`config.mk`:
```
export PLATFORM = sky130hd
export DESIGN_NAME = ex_branch_latch_flat
export DESIGN_NICKNAME = d
export VERILOG_FILES = /design/src/rtl/ex_branch_latch_pkg.sv /design/src/rtl/ex_branch_latch_if.sv /design/src/rtl/ex_branch_latch_branch_unit.sv /design/src/rtl/ex_branch_latch.sv /design/src/flat_wrapper.sv
export SDC_FILE = /design/constraint.sdc
export NUM_CORES = 1
export LEC_CHECK = 0
export ABC_AREA = 1
export CAP_MARGIN = 30
export CORE_AREA = 2 2 147 149
export CTS_CLUSTER_SIZE = 30
export DETAILED_ROUTE_END_ITERATION = 12
export DIE_AREA = 0 0 149 151
export PLACE_DENSITY = 0.75
export SKIP_CTS_REPAIR_TIMING = 1
export SYNTH_ARGS = -nofsm -noshare
export SYNTH_HDL_FRONTEND = slang
export SYNTH_SLANG_ARGS = --single-unit
```
`constraint.sdc`:
```
create_clock -name clk -period 2.95 [get_ports clk]
set_input_delay 0.59 -clock clk [delete_from_list [all_inputs] [get_ports clk]]
set_output_delay 0.59 -clock clk [all_outputs]
set_load 0.005 [all_outputs]
```
`src/rtl/ex_branch_latch_pkg.sv`:
```
`default_nettype none
// +------------------------------------------------------------------+
// | simplerisc_pkg : shared widths, ra index and EX/MA latch record  |
// | Rev 1.0 - initial release                                         |
// +------------------------------------------------------------------+
package simplerisc_pkg;

  localparam int DATA_W = 32;
  localparam int REG_W  = 4;

  localparam logic [REG_W-1:0] c_ra_idx = 4'd15;

  typedef struct packed {
    logic              valid;
    logic [DATA_W-1:0] pc;
    logic [DATA_W-1:0] result;
    logic [DATA_W-1:0] op2;
    logic [REG_W-1:0]  rd;
    logic              is_ld;
    logic              is_st;
    logic              is_wb;
    logic              is_call;
  } exma_t;

endpackage
`default_nettype wire

```
`src/rtl/ex_branch_latch_if.sv`:
```
`default_nettype none
// +------------------------------------------------------------------+
// | ex_branch_latch_if : EX-stage inputs, EX/MA latch and redirect    |
// | Rev 1.0 - initial release                                         |
// +------------------------------------------------------------------+
interface ex_branch_latch_if;
  import simplerisc_pkg::*;

  logic              stall_i;
  logic              valid_i;
  logic [DATA_W-1:0] pc_i;
  logic [DATA_W-1:0] branch_target_i;
  logic [DATA_W-1:0] op1_i;
  logic [DATA_W-1:0] op2_i;
  logic [REG_W-1:0]  rd_i;
  logic [DATA_W-1:0] alu_result_i;
  logic              flags_e_i;
  logic              flags_gt_i;
  logic              is_cmp_i;
  logic              is_beq_i;
  logic              is_bgt_i;
  logic              is_ubranch_i;
  logic              is_ret_i;
  logic              is_ld_i;
  logic              is_st_i;
  logic              is_wb_i;
  logic              is_call_i;

  logic              valid_o;
  logic [DATA_W-1:0] pc_o;
  logic [DATA_W-1:0] alu_result_o;
  logic [DATA_W-1:0] op2_o;
  logic [REG_W-1:0]  rd_o;
  logic              is_ld_o;
  logic              is_st_o;
  logic              is_wb_o;
  logic              is_call_o;
  logic              flags_e_o;
  logic              flags_gt_o;
  logic              branch_taken_o;
  logic [DATA_W-1:0] branch_pc_o;
  logic              flush_o;
  logic [31:0]       branch_cnt_o;
  logic [31:0]       taken_cnt_o;

  modport slave (
    input  stall_i, valid_i, pc_i, branch_target_i, op1_i, op2_i, rd_i,
           alu_result_i, flags_e_i, flags_gt_i, is_cmp_i, is_beq_i,
           is_bgt_i, is_ubranch_i, is_ret_i, is_ld_i, is_st_i, is_wb_i,
           is_call_i,
    output valid_o, pc_o, alu_result_o, op2_o, rd_o, is_ld_o, is_st_o,
           is_wb_o, is_call_o, flags_e_o, flags_gt_o, branch_taken_o,
           branch_pc_o, flush_o, branch_cnt_o, taken_cnt_o
  );

  modport master (
    output stall_i, valid_i, pc_i, branch_target_i, op1_i, op2_i, rd_i,
           alu_result_i, flags_e_i, flags_gt_i, is_cmp_i, is_beq_i,
           is_bgt_i, is_ubranch_i, is_ret_i, is_ld_i, is_st_i, is_wb_i,
           is_call_i,
    input  valid_o, pc_o, alu_result_o, op2_o, rd_o, is_ld_o, is_st_o,
           is_wb_o, is_call_o, flags_e_o, flags_gt_o, branch_taken_o,
           branch_pc_o, flush_o, branch_cnt_o, taken_cnt_o
  );

endinterface
`default_nettype wire

```
`src/rtl/ex_branch_latch_branch_unit.sv`:
```
`default_nettype none
// +------------------------------------------------------------------+
// | branch_unit : combinational branch decision and redirect target   |
// | Rev 1.0 - initial release                                         |
// +------------------------------------------------------------------+
module branch_unit
  import simplerisc_pkg::*;
(
  input  logic              i_fire,
  input  logic              i_flag_e,
  input  logic              i_flag_gt,
  input  logic              i_is_beq,
  input  logic              i_is_bgt,
  input  logic              i_is_ubranch,
  input  logic              i_is_ret,
  input  logic [DATA_W-1:0] i_op1,
  input  logic [DATA_W-1:0] i_target,
  output logic              o_taken,
  output logic [DATA_W-1:0] o_pc
);

  // Flags come from the register, so a cmp in the same slot never affects this.
  assign o_taken = i_fire & (i_is_ubranch | (i_is_beq & i_flag_e) | (i_is_bgt & i_flag_gt));
  assign o_pc    = i_is_ret ? i_op1 : i_target;

endmodule
`default_nettype wire

```
`src/rtl/ex_branch_latch.sv`:
```
`default_nettype none
// +------------------------------------------------------------------+
// | ex_branch_latch : EX back end - flags, branch redirect, EX/MA     |
// | latch. Optional BRANCH_STATS_EN adds branch/taken counters.       |
// | Rev 1.0 - initial release                                         |
// +------------------------------------------------------------------+
module ex_branch_latch
  import simplerisc_pkg::*;
(
  input  logic             clk,
  input  logic             reset,
  ex_branch_latch_if.slave bus
);

  logic              w_fire;
  logic              w_taken;
  logic [DATA_W-1:0] w_bpc;

  logic  flags_e_q, flags_e_d;
  logic  flags_gt_q, flags_gt_d;
  exma_t latch_q, latch_d;

  // Gated by reset so no redirect leaks out while state is being cleared.
  assign w_fire = bus.valid_i & ~bus.stall_i & ~reset;

  branch_unit u_branch_unit (
    .i_fire       (w_fire),
    .i_flag_e     (flags_e_q),
    .i_flag_gt    (flags_gt_q),
    .i_is_beq     (bus.is_beq_i),
    .i_is_bgt     (bus.is_bgt_i),
    .i_is_ubranch (bus.is_ubranch_i),
    .i_is_ret     (bus.is_ret_i),
    .i_op1        (bus.op1_i),
    .i_target     (bus.branch_target_i),
    .o_taken      (w_taken),
    .o_pc         (w_bpc)
  );

  always_comb begin
    flags_e_d  = flags_e_q;
    flags_gt_d = flags_gt_q;
    if (w_fire & bus.is_cmp_i) begin
      flags_e_d  = bus.flags_e_i;
      flags_gt_d = bus.flags_gt_i;
    end
  end

  always_comb begin
    latch_d = latch_q;
    if (!bus.stall_i) begin
      latch_d.valid   = bus.valid_i;
      latch_d.pc      = bus.pc_i;
      latch_d.result  = bus.alu_result_i;
      latch_d.op2     = bus.op2_i;
      latch_d.rd      = bus.rd_i;
      latch_d.is_ld   = bus.is_ld_i   & bus.valid_i;
      latch_d.is_st   = bus.is_st_i   & bus.valid_i;
      latch_d.is_wb   = bus.is_wb_i   & bus.valid_i;
      latch_d.is_call = bus.is_call_i & bus.valid_i;
    end
  end

  always_ff @(posedge clk or posedge reset) begin
    if (reset) begin
      flags_e_q  <= 1'b0;
      flags_gt_q <= 1'b0;
      latch_q    <= '0;
    end else begin
      flags_e_q  <= flags_e_d;
      flags_gt_q <= flags_gt_d;
      latch_q    <= latch_d;
    end
  end

`ifdef BRANCH_STATS_EN
  logic [31:0] branch_cnt_q, branch_cnt_d;
  logic [31:0] taken_cnt_q, taken_cnt_d;

  always_comb begin
    branch_cnt_d = branch_cnt_q;
    taken_cnt_d  = taken_cnt_q;
    if (w_fire & (bus.is_beq_i | bus.is_bgt_i | bus.is_ubranch_i))
      branch_cnt_d = branch_cnt_q + 32'd1;
    if (w_taken)
      taken_cnt_d = taken_cnt_q + 32'd1;
  end

  always_ff @(posedge clk or posedge reset) begin
    if (reset) begin
      branch_cnt_q <= 32'd0;
      taken_cnt_q  <= 32'd0;
    end else begin
      branch_cnt_q <= branch_cnt_d;
      taken_cnt_q  <= taken_cnt_d;
    end
  end

  assign bus.branch_cnt_o = branch_cnt_q;
  assign bus.taken_cnt_o  = taken_cnt_q;
`else
  assign bus.branch_cnt_o = 32'd0;
  assign bus.taken_cnt_o  = 32'd0;
`endif

  assign bus.valid_o        = latch_q.valid;
  assign bus.pc_o           = latch_q.pc;
  assign bus.alu_result_o   = latch_q.result;
  assign bus.op2_o          = latch_q.op2;
  assign bus.rd_o           = latch_q.rd;
  assign bus.is_ld_o        = latch_q.is_ld;
  assign bus.is_st_o        = latch_q.is_st;
  assign bus.is_wb_o        = latch_q.is_wb;
  assign bus.is_call_o      = latch_q.is_call;
  assign bus.flags_e_o      = flags_e_q;
  assign bus.flags_gt_o     = flags_gt_q;
  assign bus.branch_taken_o = w_taken;
  assign bus.flush_o        = w_taken;
  assign bus.branch_pc_o    = reset ? '0 : w_bpc;

endmodule
`default_nettype wire

```
`src/flat_wrapper.sv`:
```
// flat-port wrapper written by rule: the top's interface ports become plain ports
module ex_branch_latch_flat import simplerisc_pkg::*;
  (clk, reset, bus_stall_i, bus_valid_i, bus_pc_i, bus_branch_target_i, bus_op1_i, bus_op2_i, bus_rd_i, bus_alu_result_i, bus_flags_e_i, bus_flags_gt_i, bus_is_cmp_i, bus_is_beq_i, bus_is_bgt_i, bus_is_ubranch_i, bus_is_ret_i, bus_is_ld_i, bus_is_st_i, bus_is_wb_i, bus_is_call_i, bus_valid_o, bus_pc_o, bus_alu_result_o, bus_op2_o, bus_rd_o, bus_is_ld_o, bus_is_st_o, bus_is_wb_o, bus_is_call_o, bus_flags_e_o, bus_flags_gt_o, bus_branch_taken_o, bus_branch_pc_o, bus_flush_o, bus_branch_cnt_o, bus_taken_cnt_o);
  ex_branch_latch_if bus_i ();
  input  logic clk;
  input  logic reset;
  input wire logic [$bits(bus_i.stall_i)-1:0] bus_stall_i;
  input wire logic [$bits(bus_i.valid_i)-1:0] bus_valid_i;
  input wire logic [$bits(bus_i.pc_i)-1:0] bus_pc_i;
  input wire logic [$bits(bus_i.branch_target_i)-1:0] bus_branch_target_i;
  input wire logic [$bits(bus_i.op1_i)-1:0] bus_op1_i;
  input wire logic [$bits(bus_i.op2_i)-1:0] bus_op2_i;
  input wire logic [$bits(bus_i.rd_i)-1:0] bus_rd_i;
  input wire logic [$bits(bus_i.alu_result_i)-1:0] bus_alu_result_i;
  input wire logic [$bits(bus_i.flags_e_i)-1:0] bus_flags_e_i;
  input wire logic [$bits(bus_i.flags_gt_i)-1:0] bus_flags_gt_i;
  input wire logic [$bits(bus_i.is_cmp_i)-1:0] bus_is_cmp_i;
  input wire logic [$bits(bus_i.is_beq_i)-1:0] bus_is_beq_i;
  input wire logic [$bits(bus_i.is_bgt_i)-1:0] bus_is_bgt_i;
  input wire logic [$bits(bus_i.is_ubranch_i)-1:0] bus_is_ubranch_i;
  input wire logic [$bits(bus_i.is_ret_i)-1:0] bus_is_ret_i;
  input wire logic [$bits(bus_i.is_ld_i)-1:0] bus_is_ld_i;
  input wire logic [$bits(bus_i.is_st_i)-1:0] bus_is_st_i;
  input wire logic [$bits(bus_i.is_wb_i)-1:0] bus_is_wb_i;
  input wire logic [$bits(bus_i.is_call_i)-1:0] bus_is_call_i;
  output wire logic [$bits(bus_i.valid_o)-1:0] bus_valid_o;
  output wire logic [$bits(bus_i.pc_o)-1:0] bus_pc_o;
  output wire logic [$bits(bus_i.alu_result_o)-1:0] bus_alu_result_o;
  output wire logic [$bits(bus_i.op2_o)-1:0] bus_op2_o;
  output wire logic [$bits(bus_i.rd_o)-1:0] bus_rd_o;
  output wire logic [$bits(bus_i.is_ld_o)-1:0] bus_is_ld_o;
  output wire logic [$bits(bus_i.is_st_o)-1:0] bus_is_st_o;
  output wire logic [$bits(bus_i.is_wb_o)-1:0] bus_is_wb_o;
  output wire logic [$bits(bus_i.is_call_o)-1:0] bus_is_call_o;
  output wire logic [$bits(bus_i.flags_e_o)-1:0] bus_flags_e_o;
  output wire logic [$bits(bus_i.flags_gt_o)-1:0] bus_flags_gt_o;
  output wire logic [$bits(bus_i.branch_taken_o)-1:0] bus_branch_taken_o;
  output wire logic [$bits(bus_i.branch_pc_o)-1:0] bus_branch_pc_o;
  output wire logic [$bits(bus_i.flush_o)-1:0] bus_flush_o;
  output wire logic [$bits(bus_i.branch_cnt_o)-1:0] bus_branch_cnt_o;
  output wire logic [$bits(bus_i.taken_cnt_o)-1:0] bus_taken_cnt_o;
  assign bus_i.stall_i = bus_stall_i;
  assign bus_i.valid_i = bus_valid_i;
  assign bus_i.pc_i = bus_pc_i;
  assign bus_i.branch_target_i = bus_branch_target_i;
  assign bus_i.op1_i = bus_op1_i;
  assign bus_i.op2_i = bus_op2_i;
  assign bus_i.rd_i = bus_rd_i;
  assign bus_i.alu_result_i = bus_alu_result_i;
  assign bus_i.flags_e_i = bus_flags_e_i;
  assign bus_i.flags_gt_i = bus_flags_gt_i;
  assign bus_i.is_cmp_i = bus_is_cmp_i;
  assign bus_i.is_beq_i = bus_is_beq_i;
  assign bus_i.is_bgt_i = bus_is_bgt_i;
  assign bus_i.is_ubranch_i = bus_is_ubranch_i;
  assign bus_i.is_ret_i = bus_is_ret_i;
  assign bus_i.is_ld_i = bus_is_ld_i;
  assign bus_i.is_st_i = bus_is_st_i;
  assign bus_i.is_wb_i = bus_is_wb_i;
  assign bus_i.is_call_i = bus_is_call_i;
  assign bus_valid_o = bus_i.valid_o;
  assign bus_pc_o = bus_i.pc_o;
  assign bus_alu_result_o = bus_i.alu_result_o;
  assign bus_op2_o = bus_i.op2_o;
  assign bus_rd_o = bus_i.rd_o;
  assign bus_is_ld_o = bus_i.is_ld_o;
  assign bus_is_st_o = bus_i.is_st_o;
  assign bus_is_wb_o = bus_i.is_wb_o;
  assign bus_is_call_o = bus_i.is_call_o;
  assign bus_flags_e_o = bus_i.flags_e_o;
  assign bus_flags_gt_o = bus_i.flags_gt_o;
  assign bus_branch_taken_o = bus_i.branch_taken_o;
  assign bus_branch_pc_o = bus_i.branch_pc_o;
  assign bus_flush_o = bus_i.flush_o;
  assign bus_branch_cnt_o = bus_i.branch_cnt_o;
  assign bus_taken_cnt_o = bus_i.taken_cnt_o;
  ex_branch_latch u_core (.clk(clk), .reset(reset), .bus(bus_i));
endmodule
```
# Word-level counts from Yosys, hierarchy flattened
# Index checks and enable logic that the tools add are counted.
dict set report word_totals {
  input_bits 179
  reg_bits 107
  elab_cells 27
  output_inout_bits 205
}
dict set report op_classes {
  bitwise 14
  n_mux 2
}
# op n
set op_table {}
lappend op_table {{$mux 32} 2}
lappend op_table {{$and 1x1->1} 10}
lappend op_table {{$not 1->1} 2}
lappend op_table {{$or 1x1->1} 2}

# Logic depth before layout (Yosys ltp)
dict set report depth {
  ltp_word 4
  ltp_mapped 8
  ltp_nobuf 5
}

# Cells and area by module
# A second synthesis with hierarchy kept.
dict set report unflattened {
  cells_unflattened 700
  hier_area_um2 5496.5
}
# mod cells_each seq_area_each_um2 area_each_um2 instances
set by_module_without_submodules {}
lappend by_module_without_submodules {ex_branch_latch 591 2677.6 4859.7 1}
lappend by_module_without_submodules {branch_unit 109 0.0 636.9 1}

# Worst setup path before layout
# OpenSTA, ideal clock, no wires.
dict set report synth_timing {
  path_kind {input to output}
  from {input reset}
  to {output bus_branch_pc_o[23]}
  arrival_time_ns 2.598
  path_stages 4
  path_slack_ns -0.238
  required_ns 2.360
  path_buffers 1
  cell_sequence {inv_1 buf_2 o21ai_0 nor2_1}
}
dict set report synth_via {
  elab_chain_cells 1
}
# item line
set synth_lines {}
lappend synth_lines {{start, declared} flat_wrapper.sv:6} ;# input logic reset;
lappend synth_lines {{$mux 32} ex_branch_latch.sv:119} ;# assign bus.branch_pc_o = reset ? '0 : w_bpc;
lappend synth_lines {{end, declared} flat_wrapper.sv:38} ;# output wire logic [$bits(bus_i.branch_pc_o)-1:0] bus_branch_pc_o;
# Every way passes these cells.

# Worst setup path in the final report
dict set report layout_timing {
  from {input bus_is_ret_i}
  to {output bus_branch_pc_o[27]}
}
dict set report layout_via {
  elab_chain_cells 2
}
# item line
set layout_lines {}
lappend layout_lines {{start, declared} flat_wrapper.sv:21} ;# input wire logic [$bits(bus_i.is_ret_i)-1:0] bus_is_ret_i;
lappend layout_lines {{$mux 32} ex_branch_latch_branch_unit.sv:24} ;# assign o_pc = i_is_ret ? i_op1 : i_target;
lappend layout_lines {{$mux 32} ex_branch_latch.sv:119}
# Every way passes these cells.

==> results_dict.tcl <==
set metrics [dict create \
    syn_area_sq_um 5070 \
    synth_cell_types 15 \
    nFillCells 2045 \
    final_nets 1118 \
    dr_total_vias 4799 \
    worst_ep_required_time_ps 2360 \
    place_congestion 0.817 \
    drv_cap 0 \
    clock-root-buffer "clkbuf_16" \
    synth_area_leaders "dfrtp_1, nand2_1, buf_4, nor2_1, o21ai_0" \
    grt_overflow 0 \
    dp_slack_ps 141 \
    h-tree-depth 3 \
    grt_max_degree 88 \
    hold_path.class "flop to flop" \
    clock_skew_ps 0 \
    drt_pre_antenna_iters 4 \
    end_kind "primary output" \
    ioPinCount 384 \
    critPathArrivalTime_ps 2230 \
    grt_pass1_vias 4681 \
    ant_nets 0 \
    rsz0062_at_grt "false" \
    cts_made_buffers 9 \
    drive_above_1_share 0.0276 \
    cts_buffer_depth 2 \
    grt_usage 0.145 \
    grt_pass1_wl_um 25200 \
    start_kind "input pin" \
    period_minus_slack_ps 2820 \
    final_cell_mix "nand2_1, clkdlybuf4s50_1, dfrtp_1" \
    syn_inst 634 \
    cts_sinks 107 \
    antenna_found_initial 0 \
    die_x_um 149 \
    finalMaxSlewViolations 0 \
    worst_pin_slew_ps 960 \
    crit_type "input pin to primary output" \
    hpwl_um 12700 \
    synth-seq-cells 107 \
    diodes 0 \
    instances_no_fill 1217 \
    setup_viol 0 \
    syn2layout_area_growth_pct 67.2 \
    period_share 0.957 \
    peakVddDrop_uv 233 \
    avgViaCountPerCell 3.94 \
    finalSetupTns_ps 0 \
    worst_slack_ps 126 \
    cp_max_fo 33 \
    power_per_cell_area_nw_per_um2 439 \
    seq_area_frac_synth 0.528 \
    io_buffer_count 319 \
    dp.cells 1203 \
    holdWs_ps 477 \
    drtIter0Drc 246 \
    clock.fmax_mhz 354 \
    die_h_um 151 \
    fp-row-count 53 \
    clkSlewWorstSetupHoldPaths_ps 60 \
    power.leakage_nw 4.06 \
    die-area_sq_um 22500 \
    status "finished, final reports clean" \
    yosysTopAreaCellShare 0.528 \
    relSlewSlack 0.360 \
    drt-total-wl_um 16900 \
    layout_commonest_cell "nand2_1" \
    ys_warn_count 0 \
    postSynthAreaPerCell_sq_um 8.00 \
    start_util 0.244 \
    synth_top_cell_by_area "dfrtp_1" \
    cts_tree "built" \
    post-route-drc-count 0 \
    wl_per_cell_um 13.9 \
    hold_viol_final 0 \
    coreArea_sq_um 20800 \
    post-route-util 0.407 \
    clock_latency_ps 340 \
]
## synth_stat cells
cell type / n
conb_1: 1
dfrtp_1: 107
buf_8: 1
o21ai_0: 32
nand2_1: 322
inv_1: 4
buf_6: 8
o21ai_1: 1
buf_2: 13
nand4_1: 3
inv_4: 1
clkbuf_2: 3
nor2_1: 65
buf_4: 72
nor2_2: 1
## routing by layer
layer,global-route usage,up-vias,share of wire
li1,-,2403,-
met1,0.184,2183,0.42
met2,0.239,194,0.49
met3,0.0440,19,0.076
met4,0.0410,0,0.017
met5,0,-,0
## registers in the layout, indices dropped and copies added, names as in the netlist
signal                   flops
u_core.bus.rd_o              4
u_core.bus.alu_result_o     32
u_core.bus.is_wb_o           1
u_core.bus.op2_o            32
u_core.bus.flags_gt_o        1
u_core.bus.valid_o           1
u_core.bus.is_ld_o           1
u_core.bus.is_st_o           1
u_core.bus.pc_o             32
u_core.bus.flags_e_o         1
u_core.bus.is_call_o         1
## path summary, 6_finish.rpt
kind / slack, ps / end / cells past startpoint / startpoint
max reg2reg: 2250 / u_core.bus.flags_e_o$_DFFE_PP0P_ / 2 / u_core.bus.flags_e_o$_DFFE_PP0P_
min reg2reg: 480 / u_core.bus.rd_o[2]$_DFFE_PP0N_ / 2 / u_core.bus.rd_o[2]$_DFFE_PP0N_
min: 480 / u_core.bus.rd_o[2]$_DFFE_PP0N_ / 2 / u_core.bus.rd_o[2]$_DFFE_PP0N_
max: 130 / bus_branch_pc_o[27] / 7 / bus_is_ret_i
min in group asynchronous: 600 / u_core.bus.op2_o[26]$_DFFE_PP0N_ / 2 / reset
max in group asynchronous: 840 / u_core.bus.alu_result_o[15]$_DFFE_PP0N_ / 4 / reset
## through the flow
| stage | total power, W | cell area, sq um |
|---|---|---|
| finish | 0.00372 | 8480 |
| global route | 0.00392 | 8480 |
| CTS | 0.00378 | 8480 |
| detailed placement | 0.00262 | 8210 |
| global placement | 0.00260 | 8210 |
| floorplan | 0.00203 | 5310 |
## final cells by class
type	count	area (sq um)	area share
Clock inverter	3	23.8	0.00280
Tap cell	275	344	0.0406
Timing Repair Buffer	328	3280	0.387
Clock buffer	11	243	0.0286
Sequential cell	107	2680	0.316
Multi-Input combinational cell	488	1880	0.222
Inverter	5	23.8	0.00280
## cell families (layout without fill, tap and decap cells)
kind of cell,count (synthesis),after routing,synth area share
other,1,64,0.000739
buffers and inverters,102,347,0.147
flip-flops,107,107,0.528
AO/OA/AOI/OAI,33,33,0.0326
AND/OR/NAND/NOR,391,391,0.291
## worst max-delay path, stage by stage
cell             delay (ps)
clkdlybuf4s50_1         460
buf_12                  180
inv_1                   100
buf_12                  190
nor2_1                   60
nor2_1                  120
clkdlybuf4s50_1         510
## power by group
group          total (W)  internal, W  switching, W
clock network    0.00114     0.000591      0.000545
logic           0.000908     0.000560      0.000349
registers        0.00167      0.00160     0.0000762
total            0.00372      0.00275      0.000970
No activity file was read; power rests on OpenSTA's default activity.
